==> src/rtl/uart_rx_if.sv <==
// Receive-side signal bundle for the lab UART receiver.
// The receiver uses the slave view; the line driver and byte consumer use the master view.
interface uart_rx_if;
  logic       rxd;
  logic [7:0] rx_data;
  logic       rx_valid;
  logic       frame_err;
  logic       busy;

  modport master (
    output rxd,
    input  rx_data,
    input  rx_valid,
    input  frame_err,
    input  busy
  );

  modport slave (
    input  rxd,
    output rx_data,
    output rx_valid,
    output frame_err,
    output busy
  );
endinterface

==> src/rtl/uart_rx.sv <==
// 8N1 serial receiver: LSB first, idle-high line, mid-bit sampling.
// state     | meaning
// IDLE      | line idle, waiting for a falling rxd_s
// START     | confirming the start bit at its mid-point
// DATA      | sampling eight data bits, one per bit period
// STOP      | sampling the stop bit; good frame or framing error
// WAIT_IDLE | after a framing error, waiting for the line to go high
module uart_rx #(
  parameter int CLKS_PER_BIT = 23
) (
  input logic      clk,
  input logic      rst,
  uart_rx_if.slave bus
);
  localparam int HALF_BIT = CLKS_PER_BIT / 2;
  localparam int CNT_W    = $clog2(CLKS_PER_BIT);
  localparam logic [CNT_W-1:0] HALF_LAST = CNT_W'(HALF_BIT - 1);
  localparam logic [CNT_W-1:0] BIT_LAST  = CNT_W'(CLKS_PER_BIT - 1);

  typedef enum logic [2:0] {
    IDLE,
    START,
    DATA,
    STOP,
    WAIT_IDLE
  } state_t;

  state_t           state;
  state_t           state_next;
  logic             sync1;
  logic             rxd_s;
  logic [CNT_W-1:0] cnt;
  logic [2:0]       bit_idx;
  logic [7:0]       shreg;
  logic [7:0]       data_q;
  logic             valid_q;
  logic             err_q;
  logic             half_tick;
  logic             bit_tick;

  assign half_tick = (cnt == HALF_LAST);
  assign bit_tick  = (cnt == BIT_LAST);

  // Synchroniser resets to the idle level so a reset never looks like a start bit.
  always_ff @(posedge clk) begin
    if (rst) begin
      sync1 <= 1'b1;
      rxd_s <= 1'b1;
    end else begin
      sync1 <= bus.rxd;
      rxd_s <= sync1;
    end
  end

  always_ff @(posedge clk) begin
    if (rst) state <= IDLE;
    else     state <= state_next;
  end

  always_comb begin
    state_next = state;
    case (state)
      IDLE:      if (!rxd_s) state_next = START;
      START:     if (half_tick) state_next = rxd_s ? IDLE : DATA;
      DATA:      if (bit_tick && bit_idx == 3'd7) state_next = STOP;
      STOP:      if (bit_tick) state_next = rxd_s ? IDLE : WAIT_IDLE;
      WAIT_IDLE: if (rxd_s) state_next = IDLE;
      default:   state_next = IDLE;
    endcase
  end

  always_ff @(posedge clk) begin
    if (rst) begin
      cnt     <= '0;
      bit_idx <= 3'd0;
      shreg   <= 8'h00;
      data_q  <= 8'h00;
      valid_q <= 1'b0;
      err_q   <= 1'b0;
    end else begin
      valid_q <= 1'b0;
      err_q   <= 1'b0;
      if (state_next != state || state == IDLE || state == WAIT_IDLE ||
          (state == DATA && bit_tick))
        cnt <= '0;
      else
        cnt <= cnt + CNT_W'(1);
      if (state == START)
        bit_idx <= 3'd0;
      if (state == DATA && bit_tick) begin
        shreg   <= {rxd_s, shreg[7:1]};
        bit_idx <= bit_idx + 3'd1;
      end
      // rx_data only moves on a good stop bit; a bad one just flags the error.
      if (state == STOP && bit_tick) begin
        if (rxd_s) begin
          data_q  <= shreg;
          valid_q <= 1'b1;
        end else begin
          err_q <= 1'b1;
        end
      end
    end
  end

  always_comb begin
    bus.busy      = (state != IDLE);
    bus.rx_data   = data_q;
    bus.rx_valid  = valid_q;
    bus.frame_err = err_q;
  end
endmodule

==> src/flat_wrapper.sv <==
// flat-port wrapper written by rule: the top's interface ports become plain ports
module uart_rx_flat 
#(
  parameter int CLKS_PER_BIT = 23
)
  (clk, rst, bus_rxd, bus_rx_data, bus_rx_valid, bus_frame_err, bus_busy);
  uart_rx_if bus_i ();
  input logic clk;
  input logic rst;
  input wire logic [$bits(bus_i.rxd)-1:0] bus_rxd;
  output wire logic [$bits(bus_i.rx_data)-1:0] bus_rx_data;
  output wire logic [$bits(bus_i.rx_valid)-1:0] bus_rx_valid;
  output wire logic [$bits(bus_i.frame_err)-1:0] bus_frame_err;
  output wire logic [$bits(bus_i.busy)-1:0] bus_busy;
  assign bus_i.rxd = bus_rxd;
  assign bus_rx_data = bus_i.rx_data;
  assign bus_rx_valid = bus_i.rx_valid;
  assign bus_frame_err = bus_i.frame_err;
  assign bus_busy = bus_i.busy;
  uart_rx #(.CLKS_PER_BIT(CLKS_PER_BIT)) u_core (.clk(clk), .rst(rst), .bus(bus_i));
endmodule
==> config.mk <==
export PLATFORM = sky130hd
export DESIGN_NAME = uart_rx_flat
export DESIGN_NICKNAME = d
export VERILOG_FILES = /design/src/rtl/uart_rx_if.sv /design/src/rtl/uart_rx.sv /design/src/flat_wrapper.sv
export SDC_FILE = /design/constraint.sdc
export NUM_CORES = 1
export LEC_CHECK = 0
export ABC_AREA = 1
export CORE_MARGIN = 3
export CORE_UTILIZATION = 40
export DETAILED_ROUTE_END_ITERATION = 10
export PLACE_DENSITY = 0.72
export SYNTH_ARGS = -nofsm -noshare
export SYNTH_HDL_FRONTEND = slang
export SYNTH_SLANG_ARGS = --single-unit
==> constraint.sdc <==
create_clock -name clk -period 1.5 [get_ports clk]
set_clock_uncertainty 0.15 [all_clocks]
set_input_delay 0.3 -clock clk [delete_from_list [all_inputs] [get_ports clk]]
set_output_delay 0.3 -clock clk [all_outputs]
set_load 0.05 [all_outputs]
==> flow_metrics.env, run 1 <==
export IMPL_synth_async_reset_ratio_pct=0
export IMPL_synthesis_instances=168
export IMPL_post_synth_top_area_cell="dfxtp_1"
export IMPL_post_dp_hpwl_um=1920
export IMPL_worstPathRequired_ps=1050
export IMPL_final_instance_count_excl_fill=245
export IMPL_cts_sink_count=31
export IMPL_fmaxAchievable_mhz=639
export IMPL_worstHoldPathType="register to register"
export IMPL_setup_violations=1
export IMPL_antenna_cells=0
export IMPL_tightestPinTransition_ps=202
export IMPL_remaining_drc_errors=0
export IMPL_crit_path_end_kind="output port"
export IMPL_ctsLongestPathBuffers=2
export IMPL_worst_path_largest_cell_delay_ps=370
export IMPL_synth_warnings=0
export IMPL_timing_critical_path_fanout_max=2
export IMPL_r2r_slack_ps=0
export IMPL_global_route_overflow_total=0
export IMPL_synth_enable_flop_cells=0
export IMPL_core_area_um2=3100
export IMPL_post_synth_mux_area_share_pct=0
export IMPL_antenna_found_initial=0
export IMPL_timing_final_hold_violations=0
export IMPL_synth_seq_area_share_pct=46.6
export IMPL_post_route_worst_hold_slack_ps=279
export IMPL_yosys_area_top_type_share_pct=46.6
export IMPL_rr_worst_depth=11
export IMPL_hp_start="u_core.sync1$_SDFF_PP1_"
export IMPL_rsz0062_at_grt="true"
export IMPL_synthMostInstantiatedCell="dfxtp_1"
export IMPL_root_buffer="clkbuf_4"
export IMPL_power_leakage_nw=0.820
export IMPL_net_count_synth=175
export IMPL_detailroute_via_count=1154
export IMPL_worst_endpoint_arrival_ps=1120
export IMPL_number_of_buffers_inserted_by_hold_repair_at_cts=0
export IMPL_worst_min_delay_path_endpoint="u_core.rxd_s$_SDFF_PP1_"
export IMPL_ys_top_cells_by_count="dfxtp_1 (31), nand2_1 (27), nor2_1 (27), a21oi_1 (12), nand3_1 (12)"
export IMPL_cts_inserted_buffers=5
export IMPL_clk_insertion_delay_late_ps=330
export IMPL_power_density_nw_per_um2=819
export IMPL_vdd_ir_drop_max_uv=761
export IMPL_wl_um=3000
export IMPL_synth_compound_area_share_pct=11.4
export IMPL_utilization_pct=62.9
export IMPL_synth_area_leaders="dfxtp_1 (47%), nand2_1 (7.6%), nor2_1 (7.6%), a21oi_1 (4.5%), nand3_1 (4.5%)"
export IMPL_vias_per_cell=4.71
export IMPL_worst_setup_path_start_kind="register"
export IMPL_setup_tns_ps=-65.7
export IMPL_post_place_cells=228
export IMPL_fill_cells=249
export IMPL_wl_per_cell_um=12.3
export IMPL_clock_tree_from_tritoncts="built"
export IMPL_syn_area_um2=1330
export IMPL_drive_above_1_share_pct=44.3
export IMPL_std_cell_rows=20
export IMPL_post_synth_xor_area_fraction_pct=1.97
export IMPL_regToRegStartpoint="u_core.cnt[0]$_SDFF_PP0_"
export IMPL_die_area_um2=4060
export IMPL_syn_avg_cell_area_um2=7.92
export IMPL_multi_input_comb_area_um2=741
export IMPL_ctsHtreeMaxLevel=2
export IMPL_die_height_um=63.7
export IMPL_design_portCount=14
export IMPL_yosys_area_share_adder_pct=3.76
export IMPL_clk_pin_slew_ps=100
export IMPL_dominant_combinational_cell_family_by_area_after_synthesis="simple AND/OR/NAND/NOR gates"
export IMPL_start_util_pct=42.9
export IMPL_synth_cell_type_count=26
export IMPL_min_period_ps=1570
export IMPL_firstDrtPassIters=4
export IMPL_violated_checks="setup timing"
export IMPL_grt_use_total_pct=15.9
export IMPL_synth_simple_area_share_pct=29.4
export IMPL_global_placement_routability_congestion=0.733
export IMPL_grt_start_max_net_pins=17
export IMPL_status="complete, but fails checks"
export IMPL_series_of_cell_instances_along_the_critical_path="inv_4 -> nand2_4 -> nor2_4 -> inv_2 -> buf_12"
export IMPL_drv_slew=0
export IMPL_hold_depth=1
export IMPL_cp_class="register to output port"
export IMPL_synth_seq_cells=31
export IMPL_max_cap_violations=0
export IMPL_post_route_period_util_pct=104
export IMPL_timing_slew_headroom_pct=86.5
export IMPL_rr_endpoint="u_core.cnt[4]$_SDFF_PP0_"
export IMPL_grt_pass1_wl_um=4940
export IMPL_number_of_global_route_vias_before_repair=1130
export IMPL_die_w_um=63.7
export IMPL_port_buffers=13
export IMPL_finalWorstSetupSlack_ps=-65.7
export IMPL_seq_area_um2=632
export IMPL_synth_flop_cell="dfxtp_1"
export IMPL_critical_path_slowest_cell="dfxtp_4"
export IMPL_finish_net_count=207
export IMPL_area_growth_syn_to_layout_pct=46.6
export IMPL_antenna_left=0
export IMPL_initialDrtViolationCount=26
cells by family (layout without fill, tap and decap cells):
logic type | Yosys count | in the layout
XOR/XNOR | 3 | 3
AND/OR/NAND/NOR | 83 | 85
adder cells (fa/ha/maj) | 4 | 4
buffers and inverters | 21 | 52
AO/OA/AOI/OAI | 26 | 26
flip-flops | 31 | 31
power by group:
part,leakage [nW],switching (W),internal (W),total (W)
Combinational,0.518,0.0000515,0.0000393,0.0000909
Clock,0.0482,0.000286,0.000394,0.000680
Sequential,0.253,0.00000374,0.000825,0.000829
Total,0.820,0.000341,0.00126,0.00160
how the worst max path moves through the flow:
stage | slack (ps) | startpoint | endpoint
floorplan | 50 | u_core.cnt[0]$_SDFF_PP0_ | u_core.cnt[2]$_SDFF_PP0_
global placement | -100 | rst | u_core.cnt[4]$_SDFF_PP0_
detailed placement | -140 | rst | u_core.cnt[1]$_SDFF_PP0_
CTS | -90 | u_core.state[1]$_SDFF_PP0_ | bus_busy
global route | -140 | u_core.state[1]$_SDFF_PP0_ | bus_busy
finish | -70 | u_core.state[1]$_SDFF_PP0_ | bus_busy
repair_timing:
action                                  CTS  global route
endpoints found under the setup margin   23            24
endpoints found under the hold margin     0             0
pin swaps                                 7            11
cloned                                    0             2
setup buffers                             4             3
gates resized for setup                  23            26
sequential cells by signal, indices dropped and copies added (netlist names):
register / cells
u_core.shreg: 8
u_core.state: 3
u_core.bus.frame_err: 1
u_core.bit_idx: 3
u_core.sync1: 1
u_core.bus.rx_valid: 1
u_core.cnt: 5
u_core.bus.rx_data: 8
u_core.rxd_s: 1
final cells by class:
cell class | count | area share, %
multi-input cells | 118 | 37.9
flip-flops and latches | 31 | 32.4
repair buffers | 28 | 18.8
inverters | 16 | 3.59
well taps | 44 | 2.82
clock buffers | 6 | 2.63
clock inverters | 2 | 1.79
worst max-delay path: cells and delay by family, from the launching register on:
kind | cells | cell delay, ps
AND/OR/NAND/NOR | 2 | 160
buffers and inverters | 3 | 250
flip-flops | 1 | 370
metrics by stage:
step / area [um^2] / total power, W / worst slack [ps]
finish: 1950 / 0.00160 / -65.7
global route: 1950 / 0.00168 / -139
CTS: 1840 / 0.00161 / -92.5
detailed placement: 1660 / 0.000922 / -139
global placement: 1660 / 0.000919 / -97.3
floorplan: 1330 / 0.000894 / 46.9
layout by cell type (no fill, tap or decap), types with 3 or more instances in the layout:
cell and instances:
dfxtp_1 26, nand2_1 22, nor2_1 21, buf_12 11
buf_4 11, nor2_2 10, nand3_1 10, a21oi_1 10
inv_2 7, nand2_4 7, inv_1 6, nand2_2 6
o21ai_0 5, clkbuf_4 5, a21oi_2 4, buf_6 4
nor2_4 3, o21ai_2 3, ha_1 3, dfxtp_2 3
routing by layer:
layer  global-route usage [%]  routed length, um  vias to the layer above
li1                         -                  -                      603
met2                     28.3               1570                       18
met4                     6.47                 51                        0
met3                     5.88                114                        4
met5                        0                  0                        -
met1                     16.6               1260                      529
(Power assumes the default switching activity.)
==> run 2: changes to the inputs <==
--- a/config.mk
+++ b/config.mk
@@ -6,6 +6,7 @@
 export NUM_CORES = 1
 export LEC_CHECK = 0
 export ABC_AREA = 1
+export CORE_ASPECT_RATIO = 0.6
 export CORE_MARGIN = 3
 export CORE_UTILIZATION = 40
 export DETAILED_ROUTE_END_ITERATION = 10
==> run 2 against run 1 <==
Compared with the run above:
- the flow still finishes with violations (setup timing)
- worst hold slack lost 12 ps
- global-route usage grew 2.5 points
- power grew 11%
- fmax grew 2.1%
- clock power grew 25%
- critical path type unchanged
==> flow_metrics.env, run 2 (same netlist as run 1, synthesis figures left out) <==
export IMPL_ctsLongestPathBuffers=2
export IMPL_r2r_slack_ps=-30
export IMPL_utilization_pct=67.0
export IMPL_ctsHtreeMaxLevel=2
export IMPL_grt_pass1_wl_um=5510
export IMPL_grt_start_max_net_pins=17
export IMPL_area_growth_syn_to_layout_pct=52.1
export IMPL_min_period_ps=1530
export IMPL_tightestPinTransition_ps=211
export IMPL_cts_sink_count=31
export IMPL_post_route_worst_hold_slack_ps=267
export IMPL_violated_checks="setup timing"
export IMPL_route_top_layer_used="met4"
export IMPL_port_buffers=13
export IMPL_rr_worst_depth=10
export IMPL_vdd_ir_drop_max_uv=709
export IMPL_cts_inserted_buffers=5
export IMPL_detail_route_wirelength_met1_um=1620
export IMPL_finish_net_count=209
export IMPL_timing_final_hold_violations=0
export IMPL_die_area_um2=4080
export IMPL_most_common_layout_cells="dfxtp_1 (26), nand2_1 (23), nor2_1 (19)"
export IMPL_routed_wl_met2_um=1620
export IMPL_hp_start="u_core.sync1$_SDFF_PP1_"
export IMPL_timing_critical_path_fanout_max=2
export IMPL_clk_pin_slew_ps=70
export IMPL_setup_violations=10
export IMPL_start_util_pct=44.1
export IMPL_layout_commonest_cell="dfxtp_1"
export IMPL_core_area_um2=3020
export IMPL_crit_path_end_kind="output port"
export IMPL_die_w_um=80.5
export IMPL_fill_cells=217
export IMPL_number_of_buffers_inserted_by_hold_repair_at_cts=0
export IMPL_worst_endpoint_arrival_ps=1080
export IMPL_drv_slew=0
export IMPL_worstPathRequired_ps=1050
export IMPL_root_buffer="clkbuf_8"
export IMPL_wl_um=3480
export IMPL_max_cap_violations=0
export IMPL_number_of_global_route_vias_before_repair=1179
export IMPL_post_dp_hpwl_um=2190
export IMPL_power_leakage_nw=0.848
export IMPL_timing_slew_headroom_pct=85.9
export IMPL_fmaxAchievable_mhz=652
export IMPL_design_portCount=14
export IMPL_antenna_found_initial=0
export IMPL_firstDrtPassIters=4
export IMPL_hold_depth=1
export IMPL_grt_use_total_pct=18.4
export IMPL_post_route_period_util_pct=102
export IMPL_wl_per_cell_um=14.2
export IMPL_drive_above_1_share_pct=44.3
export IMPL_std_cell_rows=15
export IMPL_antenna_left=0
export IMPL_die_height_um=50.7
export IMPL_vias_per_cell=4.89
export IMPL_regToRegStartpoint="u_core.cnt[0]$_SDFF_PP0_"
export IMPL_power_density_nw_per_um2=878
export IMPL_status="complete, but fails checks"
export IMPL_global_route_overflow_total=0
export IMPL_worst_min_delay_path_endpoint="u_core.rxd_s$_SDFF_PP1_"
export IMPL_setup_tns_ps=-125
export IMPL_worstHoldPathType="register to register"
export IMPL_antenna_cells=0
export IMPL_detailroute_via_count=1198
export IMPL_cp_class="register to output port"
export IMPL_clk_insertion_delay_late_ps=280
export IMPL_routed_wl_met3_um=188
export IMPL_finalWorstSetupSlack_ps=-34.1
export IMPL_remaining_drc_errors=0
export IMPL_rsz0062_at_grt="true"
export IMPL_rr_endpoint="u_core.bus.rx_data[1]$_SDFFE_PP0P_"
export IMPL_initialDrtViolationCount=51
export IMPL_global_placement_routability_congestion=0.927
export IMPL_clock_tree_from_tritoncts="built"
export IMPL_worst_setup_path_start_kind="register"
==> run 2: worst max-delay path, cell delays in order (launching register included) <==
cell     delay [ps]
dfxtp_4         360
inv_4            70
nand2_4          60
nor2_4          120
inv_2            60
buf_12          140
==> run 2: worst max path at each step <==
stage	from	to
finish	u_core.state[1]$_SDFF_PP0_	bus_busy
global placement	rst	u_core.cnt[2]$_SDFF_PP0_
detailed placement	rst	u_core.cnt[1]$_SDFF_PP0_
CTS	u_core.state[1]$_SDFF_PP0_	bus_busy
global route	u_core.cnt[0]$_SDFF_PP0_	u_core.state[2]$_SDFF_PP0_
floorplan	u_core.cnt[0]$_SDFF_PP0_	u_core.cnt[2]$_SDFF_PP0_
==> run 2: layout make-up <==
| cell class | instances | area (um^2) | area share (%) |
|---|---|---|---|
| multi-input combinational | 117 | 758 | 37.5 |
| sequential | 31 | 632 | 31.2 |
| timing repair buffer | 31 | 392 | 19.3 |
| clock buffer | 6 | 82.6 | 4.08 |
| inverter | 16 | 72.6 | 3.58 |
| tap | 42 | 52.6 | 2.60 |
| clock inverter | 2 | 35.0 | 1.73 |
==> run 2: repair_timing <==
item	in CTS	in global routing
pin swaps	9	8
resized for setup	26	21
gates cloned	1	0
endpoints found under the setup margin	22	24
setup buffers	4	3
endpoints found under the hold margin	0	0
==> run 2: layer usage <==
metal	track usage (%)	vias up
li1	-	603
met1	24.1	565
met2	27.1	25
met3	5.56	5
met4	9.55	0
met5	0	-
==> run 2: where the power goes <==
group          internal, W  total (W)  switching (W)
registers         0.000826   0.000830     0.00000480
clock network     0.000537   0.000850       0.000313
logic            0.0000412  0.0000971      0.0000558
total              0.00140    0.00178       0.000374
==> run 2: metrics by stage <==
stage          cells  total power [W]  cell area [um^2]  setup WS [ps]
6_report         245          0.00178              2020          -34.1
5_1_grt          245          0.00185              2020           -109
4_1_cts          242          0.00178              1920          -10.9
3_5_place_dp     229         0.000925              1690           -197
3_3_place_gp     229         0.000923              1690           -116
2_1_floorplan    168         0.000894              1330           46.9
